<file path="src/rtl/vram_arbiter_if.sv">
// Signal bundle between the VGA reader, the game logic and the state RAM.
// The arbiter uses the slave modport; the surrounding system uses master.
interface vram_arbiter_if #(
  parameter int AW = 10,
  parameter int DW = 16
);
  logic          vga_re;
  logic [AW-1:0] vga_raddr;
  logic [DW-1:0] vga_rdata;
  logic          vga_rvalid;
  logic          vga_miss;

  logic          game_req;
  logic          game_we;
  logic [AW-1:0] game_addr;
  logic [DW-1:0] game_wdata;
  logic          game_ready;
  logic          game_ack;
  logic [DW-1:0] game_rdata;

  logic          mem_en;
  logic          mem_we;
  logic [AW-1:0] mem_addr;
  logic [DW-1:0] mem_wdata;
  logic [DW-1:0] mem_rdata;

  modport slave (
    input  vga_re, vga_raddr, game_req, game_we, game_addr, game_wdata, mem_rdata,
    output vga_rdata, vga_rvalid, vga_miss, game_ready, game_ack, game_rdata,
    output mem_en, mem_we, mem_addr, mem_wdata
  );

  modport master (
    output vga_re, vga_raddr, game_req, game_we, game_addr, game_wdata, mem_rdata,
    input  vga_rdata, vga_rvalid, vga_miss, game_ready, game_ack, game_rdata,
    input  mem_en, mem_we, mem_addr, mem_wdata
  );
endinterface

</file>
<file path="src/rtl/vram_arbiter.sv">
// Single-port state RAM arbiter: VGA reads have priority, game ops wait in a one-entry buffer.
// Define VRAM_STARVE_GUARD_EN to force a starved game op through after STARVE_LIMIT cycles.
module vram_arbiter #(
  parameter int AW           = 10,
  parameter int DW           = 16,
  parameter int STARVE_LIMIT = 64
) (
  input logic            clk,
  input logic            reset,
  vram_arbiter_if.slave  bus
);
  typedef enum logic [1:0] {
    IDLE = 2'd0,
    PEND = 2'd1,
    ACK  = 2'd2
  } state_e;

  localparam int SW = $clog2(STARVE_LIMIT + 1);

  state_e        state_q;
  logic          buf_we_q;
  logic [AW-1:0] buf_addr_q;
  logic [DW-1:0] buf_wdata_q;
  logic [SW-1:0] starve_q;
  logic          vga_rvalid_q;
  logic          vga_miss_q;
  logic          game_ack_q;
  logic [DW-1:0] vga_rdata_q;
  logic [DW-1:0] game_rdata_q;

  logic          ready_s;
  logic          xfer_s;
  logic          force_s;
  logic          grant_game_s;
  logic          grant_vga_s;
  logic          mem_en_s;
  logic          mem_we_s;
  logic [AW-1:0] mem_addr_s;
  logic [DW-1:0] mem_wdata_s;

  assign ready_s = (state_q != PEND);
  assign xfer_s  = bus.game_req && ready_s;

`ifdef VRAM_STARVE_GUARD_EN
  assign force_s = (starve_q == SW'(STARVE_LIMIT));
`else
  assign force_s = 1'b0;
`endif

  assign grant_game_s = (state_q == PEND) && (!bus.vga_re || force_s);
  assign grant_vga_s  = bus.vga_re && !grant_game_s;

  // RAM port follows the grant directly so the access lands this cycle
  always_comb begin
    mem_en_s    = 1'b0;
    mem_we_s    = 1'b0;
    mem_addr_s  = '0;
    mem_wdata_s = '0;
    if (grant_game_s) begin
      mem_en_s    = 1'b1;
      mem_we_s    = buf_we_q;
      mem_addr_s  = buf_addr_q;
      mem_wdata_s = buf_wdata_q;
    end else if (grant_vga_s) begin
      mem_en_s    = 1'b1;
      mem_addr_s  = bus.vga_raddr;
    end else begin
      mem_en_s    = 1'b0;
    end
  end

  // Arbitration FSM, game buffer, starve counter and response flags
  always_ff @(posedge clk or posedge reset) begin
    if (reset) begin
      state_q      <= IDLE;
      buf_we_q     <= 1'b0;
      buf_addr_q   <= '0;
      buf_wdata_q  <= '0;
      starve_q     <= '0;
      vga_rvalid_q <= 1'b0;
      vga_miss_q   <= 1'b0;
      game_ack_q   <= 1'b0;
      vga_rdata_q  <= '0;
      game_rdata_q <= '0;
    end else begin
      vga_rvalid_q <= grant_vga_s;
      vga_miss_q   <= bus.vga_re && grant_game_s;
      game_ack_q   <= 1'b0;
      if (vga_rvalid_q) begin
        vga_rdata_q <= bus.mem_rdata;
      end
      if (game_ack_q && !buf_we_q) begin
        game_rdata_q <= bus.mem_rdata;
      end
      case (state_q)
        IDLE: begin
          if (xfer_s) begin
            buf_we_q    <= bus.game_we;
            buf_addr_q  <= bus.game_addr;
            buf_wdata_q <= bus.game_wdata;
            state_q     <= PEND;
          end
        end
        PEND: begin
          if (grant_game_s) begin
            game_ack_q <= 1'b1;
            state_q    <= ACK;
          end else if (starve_q != SW'(STARVE_LIMIT)) begin
            starve_q <= starve_q + SW'(1);
          end
        end
        ACK: begin
          starve_q <= '0;
          if (xfer_s) begin
            buf_we_q    <= bus.game_we;
            buf_addr_q  <= bus.game_addr;
            buf_wdata_q <= bus.game_wdata;
            state_q     <= PEND;
          end else begin
            state_q <= IDLE;
          end
        end
        default: state_q <= IDLE;
      endcase
    end
  end

  // Read data is live from the RAM in the valid cycle, then held
  assign bus.vga_rdata  = vga_rvalid_q ? bus.mem_rdata : vga_rdata_q;
  assign bus.game_rdata = (game_ack_q && !buf_we_q) ? bus.mem_rdata : game_rdata_q;
  assign bus.vga_rvalid = vga_rvalid_q;
  assign bus.vga_miss   = vga_miss_q;
  assign bus.game_ack   = game_ack_q;
  assign bus.game_ready = ready_s;
  assign bus.mem_en     = mem_en_s;
  assign bus.mem_we     = mem_we_s;
  assign bus.mem_addr   = mem_addr_s;
  assign bus.mem_wdata  = mem_wdata_s;
endmodule

</file>
<file path="src/flat_wrapper.sv">
// flat-port wrapper written by rule: the top's interface ports become plain ports
module vram_arbiter_flat 
#(
  parameter int AW           = 10,
  parameter int DW           = 16,
  parameter int STARVE_LIMIT = 64
)
  (clk, reset, bus_vga_re, bus_vga_raddr, bus_game_req, bus_game_we, bus_game_addr, bus_game_wdata, bus_mem_rdata, bus_vga_rdata, bus_vga_rvalid, bus_vga_miss, bus_game_ready, bus_game_ack, bus_game_rdata, bus_mem_en, bus_mem_we, bus_mem_addr, bus_mem_wdata);
  vram_arbiter_if #(.AW(AW), .DW(DW)) bus_i ();
  input logic clk;
  input logic reset;
  input wire logic [$bits(bus_i.vga_re)-1:0] bus_vga_re;
  input wire logic [$bits(bus_i.vga_raddr)-1:0] bus_vga_raddr;
  input wire logic [$bits(bus_i.game_req)-1:0] bus_game_req;
  input wire logic [$bits(bus_i.game_we)-1:0] bus_game_we;
  input wire logic [$bits(bus_i.game_addr)-1:0] bus_game_addr;
  input wire logic [$bits(bus_i.game_wdata)-1:0] bus_game_wdata;
  input wire logic [$bits(bus_i.mem_rdata)-1:0] bus_mem_rdata;
  output wire logic [$bits(bus_i.vga_rdata)-1:0] bus_vga_rdata;
  output wire logic [$bits(bus_i.vga_rvalid)-1:0] bus_vga_rvalid;
  output wire logic [$bits(bus_i.vga_miss)-1:0] bus_vga_miss;
  output wire logic [$bits(bus_i.game_ready)-1:0] bus_game_ready;
  output wire logic [$bits(bus_i.game_ack)-1:0] bus_game_ack;
  output wire logic [$bits(bus_i.game_rdata)-1:0] bus_game_rdata;
  output wire logic [$bits(bus_i.mem_en)-1:0] bus_mem_en;
  output wire logic [$bits(bus_i.mem_we)-1:0] bus_mem_we;
  output wire logic [$bits(bus_i.mem_addr)-1:0] bus_mem_addr;
  output wire logic [$bits(bus_i.mem_wdata)-1:0] bus_mem_wdata;
  assign bus_i.vga_re = bus_vga_re;
  assign bus_i.vga_raddr = bus_vga_raddr;
  assign bus_i.game_req = bus_game_req;
  assign bus_i.game_we = bus_game_we;
  assign bus_i.game_addr = bus_game_addr;
  assign bus_i.game_wdata = bus_game_wdata;
  assign bus_i.mem_rdata = bus_mem_rdata;
  assign bus_vga_rdata = bus_i.vga_rdata;
  assign bus_vga_rvalid = bus_i.vga_rvalid;
  assign bus_vga_miss = bus_i.vga_miss;
  assign bus_game_ready = bus_i.game_ready;
  assign bus_game_ack = bus_i.game_ack;
  assign bus_game_rdata = bus_i.game_rdata;
  assign bus_mem_en = bus_i.mem_en;
  assign bus_mem_we = bus_i.mem_we;
  assign bus_mem_addr = bus_i.mem_addr;
  assign bus_mem_wdata = bus_i.mem_wdata;
  vram_arbiter #(.AW(AW), .DW(DW), .STARVE_LIMIT(STARVE_LIMIT)) u_core (.clk(clk), .reset(reset), .bus(bus_i));
endmodule
</file>
<file path="config.mk">
export PLATFORM = sky130hd
export DESIGN_NAME = vram_arbiter_flat
export DESIGN_NICKNAME = d
export VERILOG_FILES = /design/src/rtl/vram_arbiter_if.sv /design/src/rtl/vram_arbiter.sv /design/src/flat_wrapper.sv
export SDC_FILE = /design/constraint.sdc
export NUM_CORES = 1
export LEC_CHECK = 0
export ABC_AREA = 1
export ABC_CLOCK_PERIOD_IN_PS = 5400
export BUFFER_PORTS_ARGS = -buffer_cell sky130_fd_sc_hd__clkbuf_2
export CAP_MARGIN = 20
export CORE_MARGIN = 2
export CORE_UTILIZATION = 50
export CTS_BUF_LIST = sky130_fd_sc_hd__clkbuf_8
export CTS_CLUSTER_DIAMETER = 50
export DETAILED_ROUTE_END_ITERATION = 16
export PLACE_DENSITY = 0.84
export SETUP_SLACK_MARGIN = 0.05
export SLEW_MARGIN = 20
export SYNTH_ARGS = -nofsm -noshare
export SYNTH_HDL_FRONTEND = slang
export SYNTH_SLANG_ARGS = --single-unit
</file>
<file path="constraint.sdc">
create_clock -name clk -period 5.4 [get_ports clk]
set_clock_uncertainty 0.2 [all_clocks]
set_input_delay 0.54 -clock clk [delete_from_list [all_inputs] [get_ports clk]]
set_output_delay 0.54 -clock clk [all_outputs]
set_load 0.02 [all_outputs]
</file>
# After elaboration in Yosys (flattened, before gate mapping)

Index checks and enable logic that the tools add are counted.

Equal/unequal tests: 5
Reductions and logical operators: 12
Multiplexer cells: 14

Operators with widths:

| kind               | count |
|---|---|
| $mux 16            | 3 |
| $mux 10            | 2 |
| $mux 1             | 6 |
| $ne 2x1->1 const B | 3 |
| $pmux 2 s3         | 1 |
| $logic_and 1x1->1  | 5 |
| $mux 2             | 2 |
| $reduce_and 2->1   | 2 |
| $logic_not 1->1    | 3 |
| $eq 2x1->1 const B | 1 |
| $eq 2x2->1 const B | 1 |
| $logic_not 2->1    | 1 |
| $reduce_or 2->1    | 1 |

Input bits: 57
Output and inout port bits: 64
Flip-flop bits (word level): 64

# Logic depth before layout (Yosys ltp)

Word-level depth: 6
Mapped depth: 5
Mapped depth without buffers: 4

# Worst setup path before layout

Ideal clock, no wire load.

Path kind: register to output
Start: register u_core.game_ack_q, in the netlist u_core.bus.game_ack
End: output bus_game_rdata[10]
Path buffers: 1
Path slack: 3,387 ps
Cell stages (with the launch flop): 4
Required time: 4,660 ps
Arrival time: 1,273 ps
Cells stage by stage: dfrtp_1 > nand2_1 > clkbuf_1 > o21ai_0

Word-level cells in the longest chain between the ends: 2

RTL lines:

| what                   | line                | source |
|---|---|---|
| start, declared        | vram_arbiter.sv:27  | `logic game_ack_q;` |
| start signal, assigned | vram_arbiter.sv:82  | `game_ack_q <= 1'b0;` |
| start signal, assigned | vram_arbiter.sv:88  | `game_ack_q <= 1'b0;` |
| start signal, assigned | vram_arbiter.sv:106 | `game_ack_q <= 1'b1;` |
| $logic_and 1x1->1      | vram_arbiter.sv:130 | `assign bus.game_rdata = (game_ack_q && !buf_we_q) ? bus.mem_rdata : game_rdata_q;` |
| $mux 16                | vram_arbiter.sv:130 |  |
| end, declared          | flat_wrapper.sv:24  | `output wire logic [$bits(bus_i.game_rdata)-1:0] bus_game_rdata;` |

Every way passes these cells.

# Worst setup path in the final report

Start: register u_core.buf_we_q
End: output bus_game_rdata[4]

Word-level cells in the longest chain between the ends: 3

RTL lines:

| what                   | line                | source |
|---|---|---|
| start, declared        | vram_arbiter.sv:21  | `logic buf_we_q;` |
| start signal, assigned | vram_arbiter.sv:98  | `buf_we_q <= bus.game_we;` |
| start signal, assigned | vram_arbiter.sv:115 | `buf_we_q <= bus.game_we;` |
| $logic_not 1->1        | vram_arbiter.sv:130 |  |
| $logic_and 1x1->1      | vram_arbiter.sv:130 |  |
| $mux 16                | vram_arbiter.sv:130 |  |

Every way passes these cells.

==> impl_metrics.env <==
export IMPL_status="finished clean"
export IMPL_power_per_cell_area_nw_per_um2=414
export IMPL_die_area_sq_um=6010
export IMPL_clock_root_buffer="clkbuf_8"
export IMPL_dieHeight_microns=77.5
export IMPL_routabilityCongestion=0.828
export IMPL_fillCellCount=438
export IMPL_fin_crit_sh=0.515
export IMPL_io_buffer_count=120
export IMPL_finalSetupTns_ns=0
export IMPL_reg2reg_depth=3
export IMPL_cts_sinks=64
export IMPL_end_kind="output pin"
export IMPL_grt_pass1_vias=2182
export IMPL_ctsHoldBuffers=0
export IMPL_syn_nets=378
export IMPL_fmax_mhz=360
export IMPL_grt_max_degree=65
export IMPL_synth_seq_cells=64
export IMPL_worstSetupStartpointType="flip-flop"
export IMPL_clk_path_buf_depth=2
export IMPL_drv_slew=0
export IMPL_cpPeakStageDelay_ns=0.50
export IMPL_cp_slowest_cell="nand2_1"
export IMPL_post_cts_buffers=0
export IMPL_cts_resized=0
export IMPL_synthesis_area_sq_um=2700
export IMPL_cp_arrival_ns=2.04
export IMPL_clkTransAtPathRegs_ns=0.07
export IMPL_vias=2415
export IMPL_path_cells="inv_1 > nand2_1 > o21ai_0 > clkbuf_2"
export IMPL_drt_drc_violations_left=0
export IMPL_yosys_warnings=0
export IMPL_ir_drop_mv=0.202
export IMPL_ant_nets=0
export IMPL_die_width_microns=77.5
export IMPL_synth_seq_area_share=0.592
export IMPL_grt_pass1_wl_microns=10100
export IMPL_place_hpwl_microns=4240
export IMPL_initial_utilization=0.523
export IMPL_worst_slew_pin_slew_ns=0.977
export IMPL_cts_buffers=9
export IMPL_rsz0062_at_grt="no"
export IMPL_dr_pass1_iters=4
export IMPL_p_leak_nw=2.05
export IMPL_synth_cell_types=15
export IMPL_routed_wirelength_microns=5940
export IMPL_fin_crit_ns=2.78
export IMPL_crit_fanout=32
export IMPL_hold_violations=0
export IMPL_drtIter0Drc=175
export IMPL_core_sq_um=5170
export IMPL_cts_max_level=3
export IMPL_finalNetCount=491
export IMPL_syn_inst=321
export IMPL_tritoncts="yes"
export IMPL_drive_gt1_frac=0.317
export IMPL_diodes=0
export IMPL_drv_cap=0
export IMPL_setup_violations=0
export IMPL_hp_class="input port to async pin"
export IMPL_timing_hold_ws_ns=0.199
export IMPL_antenna_found_initial=0
export IMPL_slew_headroom=0.348
export IMPL_grt_overflow=0
export IMPL_grt_use_total=0.213
export IMPL_ioPinCount=121
export IMPL_viasPerCell=4.74
export IMPL_area_growth_syn_to_layout_pct=29.1
export IMPL_syn_avg_cell_area_sq_um=8.42
export IMPL_finalPower_mw=1.44
export IMPL_critical_path_class="flip-flop to output pin"
export IMPL_rows=26
export IMPL_worstPathRequired_ns=4.66
export IMPL_clk_latency_ns=0.32
export IMPL_wl_per_cell_microns=11.7
-- where the power goes --
part	internal, mW	switching (mW)
logic	0.134	0.294
registers	0.596	0.0547
clock network	0.200	0.165
-- logic make-up (layout without fill, tap and decap cells) --
family | Yosys count | after routing | share of synthesized area
simple gates | 165 | 165 | 0.256
flops | 64 | 64 | 0.592
buf+inv | 58 | 176 | 0.0893
compound gates | 33 | 33 | 0.0611
other cells | 1 | 1 | 0.00139
-- state kept, by name, indices dropped and copies added, names as in the netlist --
| name | flops |
|---|---|
| u_core.vga_rdata_q | 16 |
| u_core.bus.vga_miss | 1 |
| u_core.game_rdata_q | 16 |
| u_core.bus.game_ack | 1 |
| u_core.buf_addr_q | 10 |
| u_core.state_q | 2 |
| u_core.buf_we_q | 1 |
| u_core.buf_wdata_q | 16 |
| u_core.bus.vga_rvalid | 1 |
-- path summary, 6_finish.rpt --
path	startpoint	to	slack [ns]
worst max register to register	u_core.buf_we_q	u_core.game_rdata_q[4]	3.59
min in group clk	bus_game_wdata[9]	u_core.buf_wdata_q[9]	0.24
worst max-delay path	u_core.buf_we_q	bus_game_rdata[4]	2.62
worst min register to register	u_core.buf_wdata_q[4]	u_core.buf_wdata_q[4]	0.27
max in group asynchronous	reset	u_core.buf_addr_q[9]	4.29
worst min-delay path	reset	u_core.buf_wdata_q[6]	0.20
-- cell usage in the layout, fill, tap and decap left out --
cell type and instances:
nand4_1 10, o21ai_0 17, clkinvlp_4 1, clkbuf_8 12, inv_2 2, conb_1 1, a21oi_1 16, nor2_1 33
buf_4 1, clkbuf_2 120, nand2_1 93, nand3_2 1, nand2_4 1, nand3_1 27, clkinv_2 1, inv_1 39
dfrtp_1 64
-- stage by stage --
stage	std cells	utilization	setup WS [ns]	instance area, sq um
6_report	509	0.675	2.62	3490
5_1_grt	509	0.675	2.36	3490
4_1_cts	509	0.675	2.58	3490
3_5_place_dp	493	0.639	2.82	3300
3_3_place_gp	493	0.639	2.91	3300
2_1_floorplan	321	-	3.06	2700
-- cell usage after synthesis --
master / instances / area share
inv_2: 1 / 0.0014
nand3_2: 1 / 0.0037
nor2_1: 33 / 0.046
inv_1: 38 / 0.053
conb_1: 1 / 0.0014
nand2_4: 1 / 0.0042
dfrtp_1: 64 / 0.59
a21oi_1: 16 / 0.030
nand4_1: 10 / 0.023
nand3_1: 27 / 0.050
nand2_1: 93 / 0.13
buf_2: 13 / 0.024
o21ai_0: 17 / 0.031
buf_4: 2 / 0.0056
clkbuf_1: 4 / 0.0056
-- per-layer routing --
layer  vias to the layer above  global-route usage  part of all wire
met5                         -                   0                 0
met3                        12              0.0500             0.063
li1                       1227                   -                 -
met1                      1079               0.282              0.46
met2                        97               0.337              0.46
met4                         0              0.0893             0.016
-- area by class of cell --
cell class	instances	area, sq um	share of cell area
clock buffer	12	165	0.0473
clock inverter	4	20.0	0.00574
inverter	39	146	0.0420
multi-input combinational	199	861	0.247
sequential	64	1600	0.459
tap	70	87.6	0.0251
timing repair buffer	121	608	0.174
-- worst max-delay path: cells and delay by family, from the launching register on --
kind | cells | cell delay (ns)
AND/OR/NAND/NOR | 1 | 0.50
AO/OA/AOI/OAI | 1 | 0.49
flip-flops | 1 | 0.38
buffers and inverters | 2 | 0.34
Power figures use the tool's default switching activity.
